## src/rtl/q_row_fetch_if.sv

```systemverilog
// Flip-request handshake, Q-memory config port and row output of q_row_fetch.
// The bench drives through master; the design sits on slave.
interface q_row_fetch_if #(
  parameter int RAM_SIZE = 10,
  parameter int ADDR_W   = 4
);
  logic                flip_valid;
  logic [ADDR_W-1:0]   flip_idx;
  logic                flip_ready;
  logic                cfg_we;
  logic [ADDR_W-1:0]   cfg_addr;
  logic [RAM_SIZE-1:0] cfg_data;
  logic [RAM_SIZE-1:0] Q_row;
  logic                update_enable;
  logic                busy;
  logic [ADDR_W:0]     fifo_level;
  logic                err_idx;

  modport master (
    output flip_valid, flip_idx, cfg_we, cfg_addr, cfg_data,
    input  flip_ready, Q_row, update_enable, busy, fifo_level, err_idx
  );

  modport slave (
    input  flip_valid, flip_idx, cfg_we, cfg_addr, cfg_data,
    output flip_ready, Q_row, update_enable, busy, fifo_level, err_idx
  );
endinterface

```

## src/rtl/q_row_fetch.sv

```systemverilog
// Buffers spin-flip indices in a small FIFO and emits the matching Q-matrix row
// with a one-cycle update_enable pulse, at most one row every two cycles.
module q_row_fetch #(
  parameter int RAM_SIZE   = 10,
  parameter int ADDR_W     = 4,
  parameter int FIFO_DEPTH = 4
) (
  input logic          clk,
  input logic          rst,
  q_row_fetch_if.slave bus
);
  localparam int PTR_W = (FIFO_DEPTH > 1) ? $clog2(FIFO_DEPTH) : 1;
  localparam logic [ADDR_W:0]  LVL_FULL = (ADDR_W+1)'(FIFO_DEPTH);
  localparam logic [ADDR_W:0]  LVL_ONE  = (ADDR_W+1)'(1);
  localparam logic [ADDR_W:0]  LVL_ZERO = (ADDR_W+1)'(0);
  localparam logic [ADDR_W:0]  IDX_LIM  = (ADDR_W+1)'(RAM_SIZE);
  localparam logic [PTR_W-1:0] PTR_ONE  = PTR_W'(1);
  localparam logic [PTR_W-1:0] PTR_ZERO = PTR_W'(0);

  typedef enum logic [1:0] {IDLE = 2'd0, FETCH = 2'd1, EMIT = 2'd2} state_t;

  state_t              state;
  state_t              next_state;
  logic [ADDR_W-1:0]   fifo_mem [FIFO_DEPTH];
  logic [PTR_W-1:0]    wr_ptr;
  logic [PTR_W-1:0]    rd_ptr;
  logic [ADDR_W:0]     count;
  logic [RAM_SIZE-1:0] qmem [RAM_SIZE];
  logic [RAM_SIZE-1:0] row_q;
  logic                emit_pulse;
  logic                err_seen;
  logic                full;
  logic                accept;
  logic                idx_ok;
  logic                cfg_ok;
  logic                push;
  logic                pop;
  logic                pending;
  logic [ADDR_W-1:0]   head;

  assign full    = (count == LVL_FULL);
  assign accept  = bus.flip_valid & ~full;
  assign idx_ok  = ({1'b0, bus.flip_idx} < IDX_LIM);
  assign cfg_ok  = ({1'b0, bus.cfg_addr} < IDX_LIM);
  assign push    = accept & idx_ok;
  assign pop     = (state == FETCH);
  // A push landing this cycle counts as work so an idle FSM reaches FETCH next cycle.
  assign pending = (count != LVL_ZERO) | push;
  assign head    = fifo_mem[rd_ptr];

  always_ff @(posedge clk) begin
    if (push) begin
      fifo_mem[wr_ptr] <= bus.flip_idx;
    end
  end

  always_ff @(posedge clk) begin
    if (rst) begin
      wr_ptr <= PTR_ZERO;
      rd_ptr <= PTR_ZERO;
      count  <= LVL_ZERO;
    end else begin
      if (push) begin
        wr_ptr <= wr_ptr + PTR_ONE;
      end
      if (pop) begin
        rd_ptr <= rd_ptr + PTR_ONE;
      end
      case ({push, pop})
        2'b10:   count <= count + LVL_ONE;
        2'b01:   count <= count - LVL_ONE;
        default: count <= count;
      endcase
    end
  end

  // Row read in FETCH sees pre-write contents when the same row is written that cycle.
  always_ff @(posedge clk) begin
    if (rst) begin
      for (int i = 0; i < RAM_SIZE; i++) begin
        qmem[i] <= {RAM_SIZE{1'b0}};
      end
    end else if (bus.cfg_we && cfg_ok) begin
      qmem[bus.cfg_addr] <= bus.cfg_data;
    end
  end

  always_ff @(posedge clk) begin
    if (rst) begin
      state <= IDLE;
    end else begin
      state <= next_state;
    end
  end

  always_comb begin
    next_state = state;
    case (state)
      IDLE: begin
        if (pending) next_state = FETCH;
        else         next_state = IDLE;
      end
      FETCH: next_state = EMIT;
      EMIT: begin
        if (pending) next_state = FETCH;
        else         next_state = IDLE;
      end
      default: next_state = IDLE;
    endcase
  end

  always_ff @(posedge clk) begin
    if (rst) begin
      row_q      <= {RAM_SIZE{1'b0}};
      emit_pulse <= 1'b0;
      err_seen   <= 1'b0;
    end else begin
      if (pop) begin
        row_q <= qmem[head];
      end
      emit_pulse <= (next_state == EMIT);
      if (accept && !idx_ok) begin
        err_seen <= 1'b1;
      end
    end
  end

  assign bus.flip_ready    = ~full;
  assign bus.Q_row         = row_q;
  assign bus.update_enable = emit_pulse;
  assign bus.busy          = (state != IDLE) | (count != LVL_ZERO);
  assign bus.fifo_level    = count;
  assign bus.err_idx       = err_seen;
endmodule

```

## src/flat_wrapper.sv

```systemverilog
// flat-port wrapper written by rule: the top's interface ports become plain ports
module q_row_fetch_flat 
#(
  parameter int RAM_SIZE   = 10,
  parameter int ADDR_W     = 4,
  parameter int FIFO_DEPTH = 4
)
  (clk, rst, bus_flip_valid, bus_flip_idx, bus_cfg_we, bus_cfg_addr, bus_cfg_data, bus_flip_ready, bus_Q_row, bus_update_enable, bus_busy, bus_fifo_level, bus_err_idx);
  q_row_fetch_if #(.RAM_SIZE(RAM_SIZE), .ADDR_W(ADDR_W)) bus_i ();
  input logic clk;
  input logic rst;
  input wire logic [$bits(bus_i.flip_valid)-1:0] bus_flip_valid;
  input wire logic [$bits(bus_i.flip_idx)-1:0] bus_flip_idx;
  input wire logic [$bits(bus_i.cfg_we)-1:0] bus_cfg_we;
  input wire logic [$bits(bus_i.cfg_addr)-1:0] bus_cfg_addr;
  input wire logic [$bits(bus_i.cfg_data)-1:0] bus_cfg_data;
  output wire logic [$bits(bus_i.flip_ready)-1:0] bus_flip_ready;
  output wire logic [$bits(bus_i.Q_row)-1:0] bus_Q_row;
  output wire logic [$bits(bus_i.update_enable)-1:0] bus_update_enable;
  output wire logic [$bits(bus_i.busy)-1:0] bus_busy;
  output wire logic [$bits(bus_i.fifo_level)-1:0] bus_fifo_level;
  output wire logic [$bits(bus_i.err_idx)-1:0] bus_err_idx;
  assign bus_i.flip_valid = bus_flip_valid;
  assign bus_i.flip_idx = bus_flip_idx;
  assign bus_i.cfg_we = bus_cfg_we;
  assign bus_i.cfg_addr = bus_cfg_addr;
  assign bus_i.cfg_data = bus_cfg_data;
  assign bus_flip_ready = bus_i.flip_ready;
  assign bus_Q_row = bus_i.Q_row;
  assign bus_update_enable = bus_i.update_enable;
  assign bus_busy = bus_i.busy;
  assign bus_fifo_level = bus_i.fifo_level;
  assign bus_err_idx = bus_i.err_idx;
  q_row_fetch #(.RAM_SIZE(RAM_SIZE), .ADDR_W(ADDR_W), .FIFO_DEPTH(FIFO_DEPTH)) u_core (.clk(clk), .rst(rst), .bus(bus_i));
endmodule
```

## config.mk

```make
export PLATFORM = sky130hd
export DESIGN_NAME = q_row_fetch_flat
export DESIGN_NICKNAME = d
export VERILOG_FILES = /design/src/rtl/q_row_fetch_if.sv /design/src/rtl/q_row_fetch.sv /design/src/flat_wrapper.sv
export SDC_FILE = /design/constraint.sdc
export NUM_CORES = 1
export LEC_CHECK = 0
export ABC_AREA = 1
export ABC_CLOCK_PERIOD_IN_PS = 5800
export BUFFER_PORTS_ARGS = -buffer_cell sky130_fd_sc_hd__buf_2
export CAP_MARGIN = 30
export CORE_UTILIZATION = 38
export CTS_BUF_LIST = sky130_fd_sc_hd__clkbuf_8
export DETAILED_ROUTE_END_ITERATION = 7
export HOLD_SLACK_MARGIN = 0.08
export PLACE_DENSITY = 0.64
export SETUP_SLACK_MARGIN = 0.4
export SLEW_MARGIN = 40
export SYNTH_ARGS = -nofsm -noshare
export SYNTH_HDL_FRONTEND = slang
export SYNTH_SLANG_ARGS = --single-unit
```

## constraint.sdc

```tcl
create_clock -name clk -period 5.8 [get_ports clk]
set_input_delay 0.29 -clock clk [delete_from_list [all_inputs] [get_ports clk]]
set_output_delay 0.29 -clock clk [all_outputs]
set_load 0.05 [all_outputs]
```

==> impl_metrics.json <==
{
  "status": "complete, no violations",
  "cp-end-kind": "flip-flop",
  "io-pin-count": 41,
  "drive_gt1_share_pct": 8.66,
  "ys_warn_count": 0,
  "fmax_ghz": 0.360,
  "clk_pin_slew_ps": 100,
  "insertion_delay_ps": 480,
  "drc": 0,
  "nFillCells": 2302,
  "r2r_end": "u_core.bus.Q_row[2]",
  "seqPwrFrac_pct": 42.2,
  "final_nets": 1055,
  "hold_depth": 4,
  "clock-root-buffer": "clkbuf_8",
  "period_needed_ps": 2780,
  "fin_tns_setup_ps": 0,
  "n_antenna_cell": 0,
  "drt_iter0_drc": 650,
  "comb_power_share_pct": 36.7,
  "antenna_found_initial": 0,
  "slowest_stage": "dfxtp_1",
  "grt_max_degree": 82,
  "dp_hpwl_um": 13600,
  "netlist_area_um2": 9260,
  "die_area_um2": 25000,
  "clock_path_buffers": 2,
  "die_w_um": 158,
  "ir_drop_v": 0.000278,
  "hold_path.class": "in -> reg",
  "post-cts-setup-buffers": 0,
  "crit_chain": "inv_4 > nand2_1 > nand3_1 > nand2_1 > buf_4 > inv_1 > buf_4 > nand2_1 > nand3_1 > nand3_1 > nand3_1 > nand2_1 > inv_1",
  "power_density_nw_per_um2": 417,
  "p_leak_nw": 4.32,
  "vias": 6603,
  "avgSynthCellArea_um2": 9.72,
  "cts_tree": "built",
  "p_clk_share_pct": 21.2,
  "swShare_pct": 40.0,
  "core-area_um2": 23700,
  "drt-total-wl_um": 21400,
  "met1_usage_pct": 26.1,
  "total_power_w": 0.00429,
  "cp_max_fo": 41,
  "h-tree-depth": 4,
  "synth-seq-area-share_pct": 62.3,
  "whs_endpoint": "u_core.bus.err_idx",
  "max_cap_violations": 0,
  "crit_required_ps": 6170,
  "numPortBuffers": 40,
  "ys_seq_elements": 200,
  "gr-total-overflow": 0,
  "syn2layout_area_growth_pct": 11.1,
  "start_util_pct": 39.1,
  "grtUsageMet3_pct": 4.02,
  "power_switching_w": 0.00172,
  "dr.pass1.iters": 5,
  "internal_power_w": 0.00257,
  "tightestPinTransition_ps": 814,
  "post_drt_wl_per_cell_um": 15.8,
  "gp_congestion": 0.821,
  "grt_usage_pct": 17.9,
  "finalSetupViolCount": 0,
  "fin_skew_ps": 22.0,
  "cp.arrival_ps": 3150,
  "grtUsageMet2_pct": 27.0,
  "die_h_um": 158,
  "drt-vias-per-instance": 4.86,
  "start_kind": "flip-flop",
  "syn_inst": 952,
  "num_rows": 56,
  "hold_viol": 0,
  "critPathKind": "reg -> reg",
  "rsz0062_at_grt": "false",
  "synth_area_leader_cell": "edfxtp_1",
  "antenna_left": 0,
  "slew_viol_final": 0,
  "busiest_layer": "met2",
  "post-route-period-util_pct": 47.9,
  "reg2reg_slack_ps": 3020,
  "synth_cell_types": 33,
  "synthTopCellsByArea": "edfxtp_1 57%, nand3_1 9.2%, nand2_1 8.3%, nor2_1 5.3%, dfxtp_1 5.2%",
  "grt_pass1_vias": 6074,
  "cts_buffers": 17,
  "rr_worst_depth": 13,
  "max_slew_margin_pct": 45.7,
  "synth_top_area_share_pct": 57.1,
  "cts_num_sinks": 200,
  "min-delay-start": "bus_flip_valid",
  "cpPeakStageDelay_ps": 550,
  "grt_first_pass_wirelength_um": 33300
}
## through the flow
step	utilization (%)	instances	worst slack (ps)	hold WS [ps]	instance area, um2
after global routing	43.4	1358	2810	224	10300
after detailed placement	41.5	1322	2770	441	9830
after CTS	43.4	1358	2850	205	10300
final	43.4	1358	3020	224	10300
after floorplan	-	1011	2850	389	9480
after global placement	41.5	1322	2200	437	9820
## power groups by stage
stage | Combinational, W | Sequential, W | Clock (W)
after global placement | 0.00155 | 0.00184 | 0
final | 0.00157 | 0.00181 | 0.000907
after detailed placement | 0.00157 | 0.00184 | 0
after global routing | 0.00175 | 0.00182 | 0.000973
after floorplan | 0.00109 | 0.00195 | 0
after CTS | 0.00158 | 0.00180 | 0.000921
## worst max path at each step
stage | to | slack, ps | depth (start not counted)
after CTS | u_core.bus.Q_row[2] | 2850 | 12
after global placement | u_core.qmem[1][9] | 2200 | 9
after detailed placement | u_core.qmem[8][7] | 2770 | 8
after global routing | u_core.bus.Q_row[0] | 2810 | 12
after floorplan | u_core.bus.fifo_level[4] | 2850 | 12
final | u_core.bus.Q_row[2] | 3020 | 13
## cells by family after synthesis
group	Yosys count	synth area share, %
AND/OR/NAND/NOR	556	27.1
adder cells (fa/ha/maj)	7	0.946
XOR/XNOR	8	0.757
other	1	0.0405
buffers and inverters	157	7.49
flip-flops	200	62.3
AO/OA/AOI/OAI	23	1.35
## flip-flops by register name, indices dropped and copies added, names as in the netlist, named ones only
signal                    count
u_core.bus.update_enable      1
u_core.wr_ptr                 2
u_core.state                  1
u_core.qmem                 160
u_core.bus.err_idx            1
u_core.rd_ptr                 2
u_core.fifo_mem              16
u_core.bus.fifo_level         5
u_core.bus.Q_row             10
## synthesized netlist by cell type (all sizes together)
| library cell | instances |
|---|---|
| clkbuf | 6 |
| a21oi | 8 |
| or2 | 2 |
| o21a | 1 |
| nand3b | 40 |
| edfxtp | 176 |
| conb | 1 |
| o21ai | 11 |
| buf | 48 |
| nand3 | 172 |
| o211ai | 1 |
| inv | 103 |
| xor2 | 7 |
| a21o | 1 |
| nor3 | 2 |
| nor2 | 131 |
| ha | 7 |
| nor4 | 1 |
| xnor2 | 1 |
| a211oi | 1 |
| dfxtp | 24 |
| nand2 | 207 |
| and2 | 1 |
## final cells by class
class	instances	area (um2)	share of cell area, %
clock inverters	13	145	1.41
multi-input cells	654	3030	29.5
repair buffers	50	293	2.85
flip-flops and latches	200	5770	56.1
well taps	319	399	3.88
clock buffers	19	262	2.54
inverters	103	389	3.78
## cell usage in the layout (no fill, tap or decap), drive strengths merged, types with 2 or more instances in the layout
| cell | netlist | routed |
|---|---|---|
| nand2 | 207 | 207 |
| edfxtp | 176 | 176 |
| nand3 | 172 | 172 |
| nor2 | 131 | 131 |
| inv | 103 | 107 |
| conb | 1 | 60 |
| buf | 48 | 46 |
| nand3b | 40 | 40 |
| dfxtp | 24 | 24 |
| clkbuf | 6 | 19 |
| o21ai | 11 | 11 |
| a21oi | 8 | 8 |
| xor2 | 7 | 7 |
| ha | 7 | 7 |
| clkinv | 0 | 6 |
| dlygate4sd3 | 0 | 4 |
| nor3 | 2 | 2 |
| bufinv | 0 | 2 |
| or2 | 2 | 2 |
## worst max-delay path, delay by kind of cell (launching register included)
kind,cells,cell delay [ps]
buffers and inverters,5,1310
AND/OR/NAND/NOR,8,780
flip-flops,1,550
## metal layers
layer | routed length [um] | vias to the layer above
met1 | 9850 | 3090
met5 | 0 | -
li1 | - | 3230
met4 | 214 | 0
met3 | 1800 | 19
met2 | 9530 | 264
## repair_timing
item,CTS,global route
resized for setup,0,0
hold buffers,4,0
endpoints found under the hold margin,16,0
(Power assumes the default switching activity.)
